[config.mk]
export PLATFORM = sky130hd
export DESIGN_NAME = avr_dbg_regport
export DESIGN_NICKNAME = d
export VERILOG_FILES = /design/src/rtl/avr_dbg_pkg.sv /design/src/rtl/avr_dbg_regport.sv
export SDC_FILE = /design/constraint.sdc
export NUM_CORES = 1
export LEC_CHECK = 0
export CAP_MARGIN = 40
export CORE_MARGIN = 3
export CORE_UTILIZATION = 42
export CTS_CLUSTER_DIAMETER = 150
export DETAILED_ROUTE_END_ITERATION = 6
export PLACE_DENSITY = 0.89
export SLEW_MARGIN = 20
export SYNTH_ARGS = -nofsm -noshare
export SYNTH_HDL_FRONTEND = slang
export SYNTH_SLANG_ARGS = --single-unit
export TNS_END_PERCENT = 20
[constraint.sdc]
create_clock -name clk -period 2.04 [get_ports clk]
set_input_delay 0.408 -clock clk [delete_from_list [all_inputs] [get_ports clk]]
set_output_delay 0.408 -clock clk [all_outputs]
set_load 0.01 [all_outputs]
[src/rtl/avr_dbg_pkg.sv]
// Shared definitions for the AVR debug register-port engine: op codes,
// response bytes and FSM states.
package avr_dbg_pkg;

  localparam logic [2:0] OP_READ  = 3'b001;
  localparam logic [2:0] OP_WRITE = 3'b010;
  localparam logic [2:0] OP_DUMP  = 3'b011;

  localparam logic [7:0] RSP_ACK = 8'hAA;
  localparam logic [7:0] RSP_ERR = 8'hEE;

  localparam logic [4:0] LAST_REG = 5'd31;

  typedef enum logic [2:0] {
    ST_IDLE,
    ST_HALT,
    ST_DATA,
    ST_ACCESS,
    ST_RESP
  } state_t;

endpackage

[src/rtl/avr_dbg_regport.sv]
// Debug engine for the 32x8 AVR register file: halts the CPU, reads/writes/dumps
// registers. Define AVR_DBG_DUMP_EN to compile in the DUMP op and its counter.
module avr_dbg_regport
  import avr_dbg_pkg::*;
(
  input  logic       clk,
  input  logic       rst,
  input  logic       cmd_valid,
  output logic       cmd_ready,
  input  logic [7:0] cmd_data,
  output logic       rsp_valid,
  input  logic       rsp_ready,
  output logic [7:0] rsp_data,
  output logic       halt_req,
  input  logic       halt_ack,
  output logic [4:0] reg_addr,
  input  logic [7:0] reg_rdata,
  output logic       reg_we,
  output logic [7:0] reg_wdata
);

`ifdef AVR_DBG_DUMP_EN
  localparam logic DUMP_EN = 1'b1;
`else
  localparam logic DUMP_EN = 1'b0;
`endif

  state_t     state_q, state_d;
  logic [2:0] op_q;
  logic [4:0] addr_q;
  logic       err_q;
  logic [7:0] rsp_q;
  logic [7:0] wdata_q;
  logic [2:0] cmd_op;
  logic       cmd_err;
  logic       is_dump;
  logic       dump_more;

  assign cmd_op  = cmd_data[7:5];
  assign cmd_err = !((cmd_op == OP_READ) || (cmd_op == OP_WRITE) ||
                     (DUMP_EN && (cmd_op == OP_DUMP)));

`ifdef AVR_DBG_DUMP_EN
  logic [4:0] cnt_q;

  assign is_dump   = (op_q == OP_DUMP) && !err_q;
  assign dump_more = is_dump && (cnt_q != LAST_REG);
  assign reg_addr  = is_dump ? cnt_q : addr_q;

  // Counter restarts on every DUMP accept and saturates at the last register.
  always_ff @(posedge clk) begin
    if (rst) begin
      cnt_q <= '0;
    end else if (state_q == ST_IDLE && cmd_valid && cmd_op == OP_DUMP) begin
      cnt_q <= '0;
    end else if (state_q == ST_RESP && rsp_ready && dump_more) begin
      cnt_q <= cnt_q + 5'd1;
    end
  end
`else
  assign is_dump   = 1'b0;
  assign dump_more = 1'b0;
  assign reg_addr  = addr_q;
`endif

  always_ff @(posedge clk) begin
    if (rst) state_q <= ST_IDLE;
    else     state_q <= state_d;
  end

  always_comb begin
    state_d = state_q;
    case (state_q)
      ST_IDLE:   if (cmd_valid) state_d = cmd_err ? ST_RESP : ST_HALT;
      ST_HALT:   if (halt_ack) state_d = (op_q == OP_WRITE) ? ST_DATA : ST_ACCESS;
      ST_DATA:   if (cmd_valid) state_d = ST_ACCESS;
      ST_ACCESS: state_d = ST_RESP;
      ST_RESP:   if (rsp_ready) state_d = dump_more ? ST_ACCESS : ST_IDLE;
      default:   state_d = ST_IDLE;
    endcase
  end

  always_ff @(posedge clk) begin
    if (rst) begin
      op_q    <= '0;
      addr_q  <= '0;
      err_q   <= 1'b0;
      rsp_q   <= '0;
      wdata_q <= '0;
    end else begin
      case (state_q)
        ST_IDLE: if (cmd_valid) begin
          op_q   <= cmd_op;
          addr_q <= cmd_data[4:0];
          err_q  <= cmd_err;
          if (cmd_err) rsp_q <= RSP_ERR;
        end
        ST_DATA: if (cmd_valid) wdata_q <= cmd_data;
        ST_ACCESS: rsp_q <= (op_q == OP_WRITE) ? RSP_ACK : reg_rdata;
        default: ;
      endcase
    end
  end

  // Everything below decodes registered state only; rst gates cmd_ready so the
  // link never sees a handshake while the engine is held in reset.
  assign cmd_ready = !rst && (state_q == ST_IDLE || state_q == ST_DATA);
  assign rsp_valid = (state_q == ST_RESP);
  assign rsp_data  = rsp_q;
  assign halt_req  = (state_q != ST_IDLE) && !err_q;
  assign reg_we    = (state_q == ST_ACCESS) && (op_q == OP_WRITE);
  assign reg_wdata = wdata_q;

endmodule

==> Yosys cells after proc, flatten, opt, wreduce, memory -nomap -nowiden <==
Cells that the tools add are included.
W data, S select, Z words.
{ "op_classes": {"mux": 11, "n_reduce_logical": 15, "n_eq_ne": 12} }
{ "op_table": {"columns": ["operator", "count"], "rows": [
  ["$mux W8", 3],
  ["$pmux W8 S2", 1],
  ["$mux W3", 5],
  ["$pmux W3 S5", 1],
  ["$eq A3 B2 Y1 const B", 4],
  ["$ne A2 B2 Y1 const B", 4],
  ["$eq A3 B1 Y1 const B", 2],
  ["$reduce_and A2 Y1", 2],
  ["$reduce_and A4 Y1", 1],
  ["$eq A3 B3 Y1 const B", 1],
  ["$logic_and A1 B1 Y1", 3],
  ["$logic_not A1 Y1", 3],
  ["$logic_not A3 Y1", 1],
  ["$reduce_and A3 Y1", 1],
  ["$reduce_bool A3 Y1", 1],
  ["$logic_or A1 B1 Y1", 2],
  ["$ne A2 B1 Y1 const B", 1],
  ["$reduce_bool A2 Y1", 1],
  ["$mux W1", 1]
]} }
{ "totals": {"wordCells": 44, "out_inout_bits": 25, "ff_bits": 28, "input_bits": 21} }

==> Logic depth before layout (Yosys ltp) <==
Gate-level depths: netlist of run 1.
{ "logic_depth": {"word_depth": 5, "depth_mapped": 5, "mapped_depth_nobuf": 3} }

==> Least setup slack after synthesis of run 1 <==
Ideal clock, no wire load.
{ "synth_path": {"path_type": "register to register", "from": "register state_q[2]", "to": "register rsp_q[0], in the netlist rsp_data[0]", "n_path_buf": 1, "setup_time_ns": 0.117, "t_arrival_ns": 1.303, "required_ns": 1.923, "path_stages_with_launch": 5, "synth_period_minus_slack_ns": 1.420, "setup_slack_ns": 0.620, "cell_sequence": "dfxtp_1 -> buf_6 -> nor4b_4 -> o21ai_4 -> a32o_1"} }
{ "synth_between": {"elab_chain_cells": 3, "word_cells_on_any_way": 7, "cone_classes": "eq/ne (3); mux (1); reduce/logical (3)"} }
{ "synth_rtl": {"columns": ["item", "line", "source"], "rows": [
  ["from (decl)", "avr_dbg_regport.sv:28", "state_t state_q, state_d;"],
  ["from (signal assigned)", "avr_dbg_regport.sv:68", "else state_q <= state_d;"],
  ["$eq A3 B2 Y1 or $logic_not A3 Y1 (tied branches)", "avr_dbg_regport.sv:91", "case (state_q)"],
  ["$reduce_bool A2 Y1 (no line) or $ne A2 B2 Y1 (tied branches)", null, null],
  ["$reduce_and A3 Y1 (no line)", null, null],
  ["to (signal assigned)", "avr_dbg_regport.sv:99", "ST_ACCESS: rsp_q <= (op_q == OP_WRITE) ? RSP_ACK : reg_rdata;"],
  ["to (decl)", "avr_dbg_regport.sv:32", "logic [7:0] rsp_q;"]
]} }
Parallel ways exist; a longest one is shown, timed or not.
A chain may end at the register's enable or synchronous reset.

==> Worst setup path after layout of run 1 <==
{ "layout_path": {"from": "register state_q[0]", "to": "output port rsp_valid"} }
{ "layout_between": {"elab_chain_cells": 1} }
{ "layout_rtl": {"columns": ["item", "line", "source"], "rows": [
  ["$eq A3 B3 Y1", "avr_dbg_regport.sv:108", "assign rsp_valid = (state_q == ST_RESP);"],
  ["to (decl)", "avr_dbg_regport.sv:11", "output logic rsp_valid,"]
]} }
Every way passes these cells.

==> qor.csv, run 1 <==
stage,metric,value,unit
yosys,post-synth cell types,30,
yosys,async set-reset flop share out of synthesis,0,%
clocking,Inserted Clock Buffers,3,
clocking,"Hold-fix buffers, CTS",0,
floorplanning,Initial Utilization,45.71,%
critical_path,crit-path max cell delay,0.57,ns
critical_path,CP max-delay cell,clkdlybuf4s50_1,
floorplanning,row cnt,18,
min_path,Hold Crit Class,reg2reg,
power_and_ir_drop,Max IR drop VDD,0.0004943,V
yosys,post-synthesis sequential area ratio,47.76,%
timing,Slew HR,75.76,%
placed_design,Port Buffer Count,45,
placed_design,DP Area,1680,um^2
critical_path,WP data arrival,1.53,ns
timing,Final Max Tran Viols,0,
grt,first-pass GRT wire length,4767,um
status,status,completed,
timing,Final WS setup,0.09826,ns
critical_path,worst-path cell chain,"nor3b_2, clkdlybuf4s50_1",
route,1st-iter DRT viols,53,
power_and_ir_drop,Cell Pwr Density,651.4,nW/um^2
final_layout,Nets,197,
route,Post-route DRC,0,
route,Routed Wire Length,2940,um
yosys,synthesized area,1174,um^2
yosys,"Primary FF master, synth",dfxtp_1,
route,Initial DRT Pass Iterations,4,
yosys,Synth warnings,0,
clocking,H-tree Lvls,1,
yosys,Area contributors post-synth,"dfxtp_1, mux2i_1, nor2_1",
power_and_ir_drop,static leakage,0.0006726,uW
timing,endpoints failing hold,0,
final_layout,final instance area,1740,um^2
final_layout,antenna cells,0,
yosys,"count leader, synth",dfxtp_1,
clocking,clk sink count,28,
timing,period utilization,95.18,%
power_and_ir_drop,Pwr Total,1134,uW
timing,RSZ-0062 raised after global routing,no,
clocking,CTS max path bufs,2,
grt,largest net degree at the start of global routing,24,
placed_design,GPL Wtd Cong,0.8180,
final_layout,area delta synth->final,48.29,%
route,Vias/cell,5.239,
timing,"Min Clock Period, post-route",1.942,ns
route,DRT antenna net count,0,
clocking,Clock Pin Slew Worst Setup and Hold Paths,0.15,ns
clocking,clock root buffer,clkbuf_4,
route,total via count in the routed design,1074,
timing,Setup TNS,0,ns
clocking,CTS tree,yes,
run,maxcap violations,0,
floorplanning,total die area,3465,um^2
yosys,gate count after technology mapping,126,
yosys,Syn Area/Cell,9.314,um^2
yosys,syn_nets,147,
critical_path,CP max FO,6,
grt,vias in the first global route,1075,
floorplanning,core area,2567,um^2
timing,Setup Skew,0.009074,ns
final_layout,fillcell total,199,
yosys,Post-synth EDFFs,0,
clocking,post-CTS setup buffers,0,
floorplanning,I/O pins,46,
yosys,Synth top area share,47.76,%
grt,GRT Resource Usage Total,18.14,%
placed_design,DP Worst Slack,0.05922,ns
grt,gr ovfl total,0,
yosys,Commonest cells post-synth,"dfxtp_1, nor2_1, nand2_1",
final_layout,layout cell share with drive strength beyond 1,13.14,%
clocking,Worst-Skew Late Latency,0.34,ns
floorplanning,Die W,58.86,um
critical_path,crit path launch type,flip-flop,
timing,Final Setup Violations,0,
timing,actual transition at the worst max-transition pin,0.3625,ns
critical_path,crit path capture type,primary output,
placed_design,Final HPWL DP,2190,um
floorplanning,Die Y,58.86,um
critical_path,critical path class,reg2out,
timing,Peak Freq,515.0,MHz
critical_path,"Req. time, crit path",1.63,ns
final_layout,fin util,67.79,%
yosys,"area leader, netlist",dfxtp_1,
yosys,post-synthesis register bit count,28,
grt,initial antenna violation count,0,
route,Avg WL per Cell,14.34,um
[final timing paths]
path,startpoint,endpoint,slack (ns),cells after the start
min,reg_addr[3]$_SDFFE_PP0P_,reg_addr[3]$_SDFFE_PP0P_,0.47,2
min reg2reg,reg_addr[3]$_SDFFE_PP0P_,reg_addr[3]$_SDFFE_PP0P_,0.47,2
max reg2reg,state_q[0]$_SDFFE_PP0P_,reg_addr[2]$_SDFFE_PP0P_,0.49,4
max,state_q[0]$_SDFFE_PP0P_,rsp_valid,0.1,2
[cell families (layout without fill, tap and decap cells)]
family / Yosys count / count (layout) / share of synthesized area, %
simple gates: 52 / 52 / 23.03
flops: 28 / 28 / 47.76
compound gates: 27 / 27 / 16.42
mux: 9 / 9 / 7.676
buf+inv: 9 / 58 / 4.370
xor+xnor: 1 / 1 / 0.7464
[worst max-delay path: cells and delay by family (launching register included)]
| family | cells | cell delay (ns) |
|---|---|---|
| and+or+nand+nor | 1 | 0.23 |
| DFF | 1 | 0.39 |
| buffers and inverters | 1 | 0.57 |
[registers in the layout, summed over array words and instances (netlist names)]
name,count
err_q,1
op_q,3
reg_addr,5
reg_wdata,8
rsp_data,8
state_q,3
[per-layer routing]
layer	up-vias	GRT usage, %	wire [um]
li1	536	-	-
met1	491	21.03	1185
met2	45	29.97	1413
met3	2	6.579	300
met4	0	7.767	40
met5	-	0	0
[what timing repair did]
| action | CTS | global route |
|---|---|---|
| setup endpoints to repair | 2 | 3 |
| resized for setup | 1 | 8 |
| pin swaps | 0 | 0 |
| gates cloned | 0 | 0 |
| endpoints found under the hold margin | 0 | 0 |
[final cells by class]
class / instances / area, um^2 / share of cell area, %
clock buffer: 4 / 36.28 / 2.085
tap: 30 / 37.54 / 2.157
inverter: 1 / 3.754 / 0.2157
multi-input combinational: 89 / 579.3 / 33.29
sequential: 28 / 568.0 / 32.64
timing repair buffer: 53 / 515.5 / 29.62
[layout by cell type (no fill, tap or decap), types with 2 or more instances in the layout]
cell type         n
nor2_1           19
clkdlybuf4s50_1  43
dlymetal6s2s_1    2
a32o_1            3
nor3_1            3
dfxtp_2           3
mux2i_1           9
nand2_1          17
o31ai_1           4
and3_1            2
a21oi_1          14
buf_4             8
dfxtp_1          24
a211oi_2          2
clkbuf_4          3
[report_power, final]
part	switching [uW]	total [uW]	internal, uW
clock	162	272	110
sequential	22.6	605	582
combinational	114	257	143
[metrics by stage]
step,instances,hold WS [ns]
global placement,201,0.4409
detailed placement,201,0.4484
CTS,205,0.4685
finish,205,0.4674
global route,205,0.4868
floorplan,126,0.4306
No activity file was read; power rests on OpenSTA's default activity.
==> run 2, diff against run 1 <==
==> constraint.sdc (replaced) <==
create_clock -name clk -period 2.22 [get_ports clk]
set_input_delay 0.444 -clock clk [delete_from_list [all_inputs] [get_ports clk]]
set_output_delay 0.444 -clock clk [all_outputs]
set_load 0.01 [all_outputs]
==> qor.csv, run 2 (synthesis results as in run 1) <==
stage,metric,value,unit
status,status,completed,
clocking,CTS max path bufs,2,
timing,endpoints failing hold,0,
route,WL met1,1185,um
final_layout,Final Non-Filler Cells,204,
power_and_ir_drop,Pwr Total,1119,uW
final_layout,area delta synth->final,47.33,%
critical_path,"delay-heaviest family, CP",buffers and inverters,
power_and_ir_drop,Cell Pwr Density,647.4,nW/um^2
placed_design,Port Buffer Count,45,
final_layout,antenna cells,0,
clocking,Inserted Clock Buffers,3,
clocking,Clock Pin Slew Worst Setup and Hold Paths,0.14,ns
power_and_ir_drop,Max IR drop VDD,0.0006053,V
final_layout,"most common cell after layout, fill and taps aside",clkdlybuf4s50_1,
route,Initial DRT Pass Iterations,4,
critical_path,crit path launch type,flip-flop,
timing,actual transition at the worst max-transition pin,0.3739,ns
grt,vias in the first global route,1152,
floorplanning,Die Y,58.86,um
grt,first-pass GRT wire length,4995,um
clocking,CTS resizes,1,
route,1st-iter DRT viols,30,
clocking,H-tree Lvls,1,
route,Avg WL per Cell,14.50,um
grt,gr ovfl total,0,
grt,GRT Resource Usage Total,18.71,%
placed_design,Final HPWL DP,2197,um
final_layout,Nets,196,
floorplanning,Initial Utilization,45.71,%
clocking,clk sink count,28,
timing,Setup Skew,0.008328,ns
critical_path,WP data arrival,1.70,ns
final_layout,fillcell total,227,
final_layout,layout cell share with drive strength beyond 1,11.49,%
grt,largest net degree at the start of global routing,24,
critical_path,crit path capture type,primary output,
critical_path,reg2reg start,state_q[2]$_SDFFE_PP0P_,
final_layout,"commonest non-fill, non-tap cells in the layout","clkdlybuf4s50_1, dfxtp_1, nor2_1",
critical_path,CP max FO,8,
route,total via count in the routed design,1090,
timing,RSZ-0062 raised after global routing,no,
route,met3 WL,348,um
power_and_ir_drop,static leakage,0.0006394,uW
floorplanning,core area,2567,um^2
floorplanning,total die area,3465,um^2
placed_design,GPL Wtd Cong,0.8282,
final_layout,FF/Latch Area,563.0,um^2
route,DRT antenna net count,0,
floorplanning,I/O pins,46,
critical_path,"Req. time, crit path",1.78,ns
min_path,Hold Crit Class,reg2reg,
route,Post-route DRC,0,
clocking,"Hold-fix buffers, CTS",0,
critical_path,Buf/Inv on CP,1,
placed_design,cell total after placement,200,
timing,Setup TNS,0,ns
final_layout,multi-input logic area,569.3,um^2
timing,Final Max Tran Viols,0,
clocking,clock root buffer,clkbuf_4,
route,Routed Wire Length,2957,um
timing,period utilization,96.59,%
route,DR WL met2,1395,um
timing,"Min Clock Period, post-route",2.144,ns
grt,initial antenna violation count,0,
floorplanning,row cnt,18,
clocking,post-CTS setup buffers,0,
clocking,CTS tree,yes,
route,Vias/cell,5.343,
floorplanning,Die W,58.86,um
critical_path,Worst Setup SP,state_q[2]$_SDFFE_PP0P_,
timing,Final Setup Violations,0,
critical_path,CP max-delay cell,clkdlybuf4s50_1,
timing,Slew HR,74.89,%
timing,Peak Freq,466.3,MHz
critical_path,worst-path cell chain,"and3b_2, and2_1, clkdlybuf4s50_1",
run,maxcap violations,0,
critical_path,critical path class,reg2out,
route,Max Used Layer,met4,
clocking,Worst-Skew Late Latency,0.33,ns
critical_path,crit-path max cell delay,0.53,ns
min_path,hold_sp,reg_addr[1]$_SDFFE_PP0P_,
## run 2: cell types whose count changed in the layout (fill, tap and decap cells not counted)
| cell | before | now |
|---|---|---|
| and3b_1 | 1 | 0 |
| and3b_2 | 0 | 1 |
| buf_4 | 8 | 7 |
| bufinv_16 | 0 | 1 |
| clkbuf_8 | 1 | 0 |
| clkdlybuf4s50_1 | 43 | 45 |
| dfxtp_1 | 24 | 26 |
| dfxtp_2 | 3 | 2 |
| dfxtp_4 | 1 | 0 |
| dlymetal6s2s_1 | 2 | 0 |
| nor3b_1 | 0 | 1 |
| nor3b_4 | 1 | 0 |
## run 2: final timing paths
check | endpoint | slack (ns) | depth (start not counted)
max | reg_we | 0.08 | 3
min | reg_addr[1]$_SDFFE_PP0P_ | 0.46 | 2
max reg2reg | op_q[2]$_SDFFE_PP0P_ | 0.69 | 4
min reg2reg | reg_addr[1]$_SDFFE_PP0P_ | 0.46 | 2
## run 2: cell type report
type	count	share of cell area, %
Clock buffer	3	1.302
Timing Repair Buffer	52	29.09
Sequential cell	28	32.56
Clock inverter	1	1.737
Multi-Input combinational cell	89	32.92
Inverter	1	0.2171
Tap cell	30	2.171
## run 2: metal layers
layer | GRT usage [%] | up-vias
met3 | 7.237 | 4
li1 | - | 536
met5 | 0 | -
met2 | 32.49 | 44
met1 | 20.41 | 506
met4 | 7.120 | 0
## run 2: power by group
group	leakage [uW]	internal (uW)	total, uW	switching [uW]
sequential	0.000230	535	552	17.7
combinational	0.000382	130	237	107
clock	0.0000279	183	330	147
## run 2: metrics by stage
stage	hold WS [ns]	setup WS, ns	instance area, um^2	util (%)
2_1_floorplan	0.4306	0.7996	1174	-
3_3_place_gp	0.4409	0.1588	1673	65.16
3_5_place_dp	0.4506	0.1680	1673	65.16
4_1_cts	0.4678	0.03557	1727	67.25
5_1_grt	0.4991	0.005604	1729	67.35
6_report	0.4641	0.07568	1729	67.35
## run 2: worst min-delay path, cell delays in order (launching register included)
cell and delay (ns):
dfxtp_1 0.34, nand2_1 0.05, a21oi_1 0.05
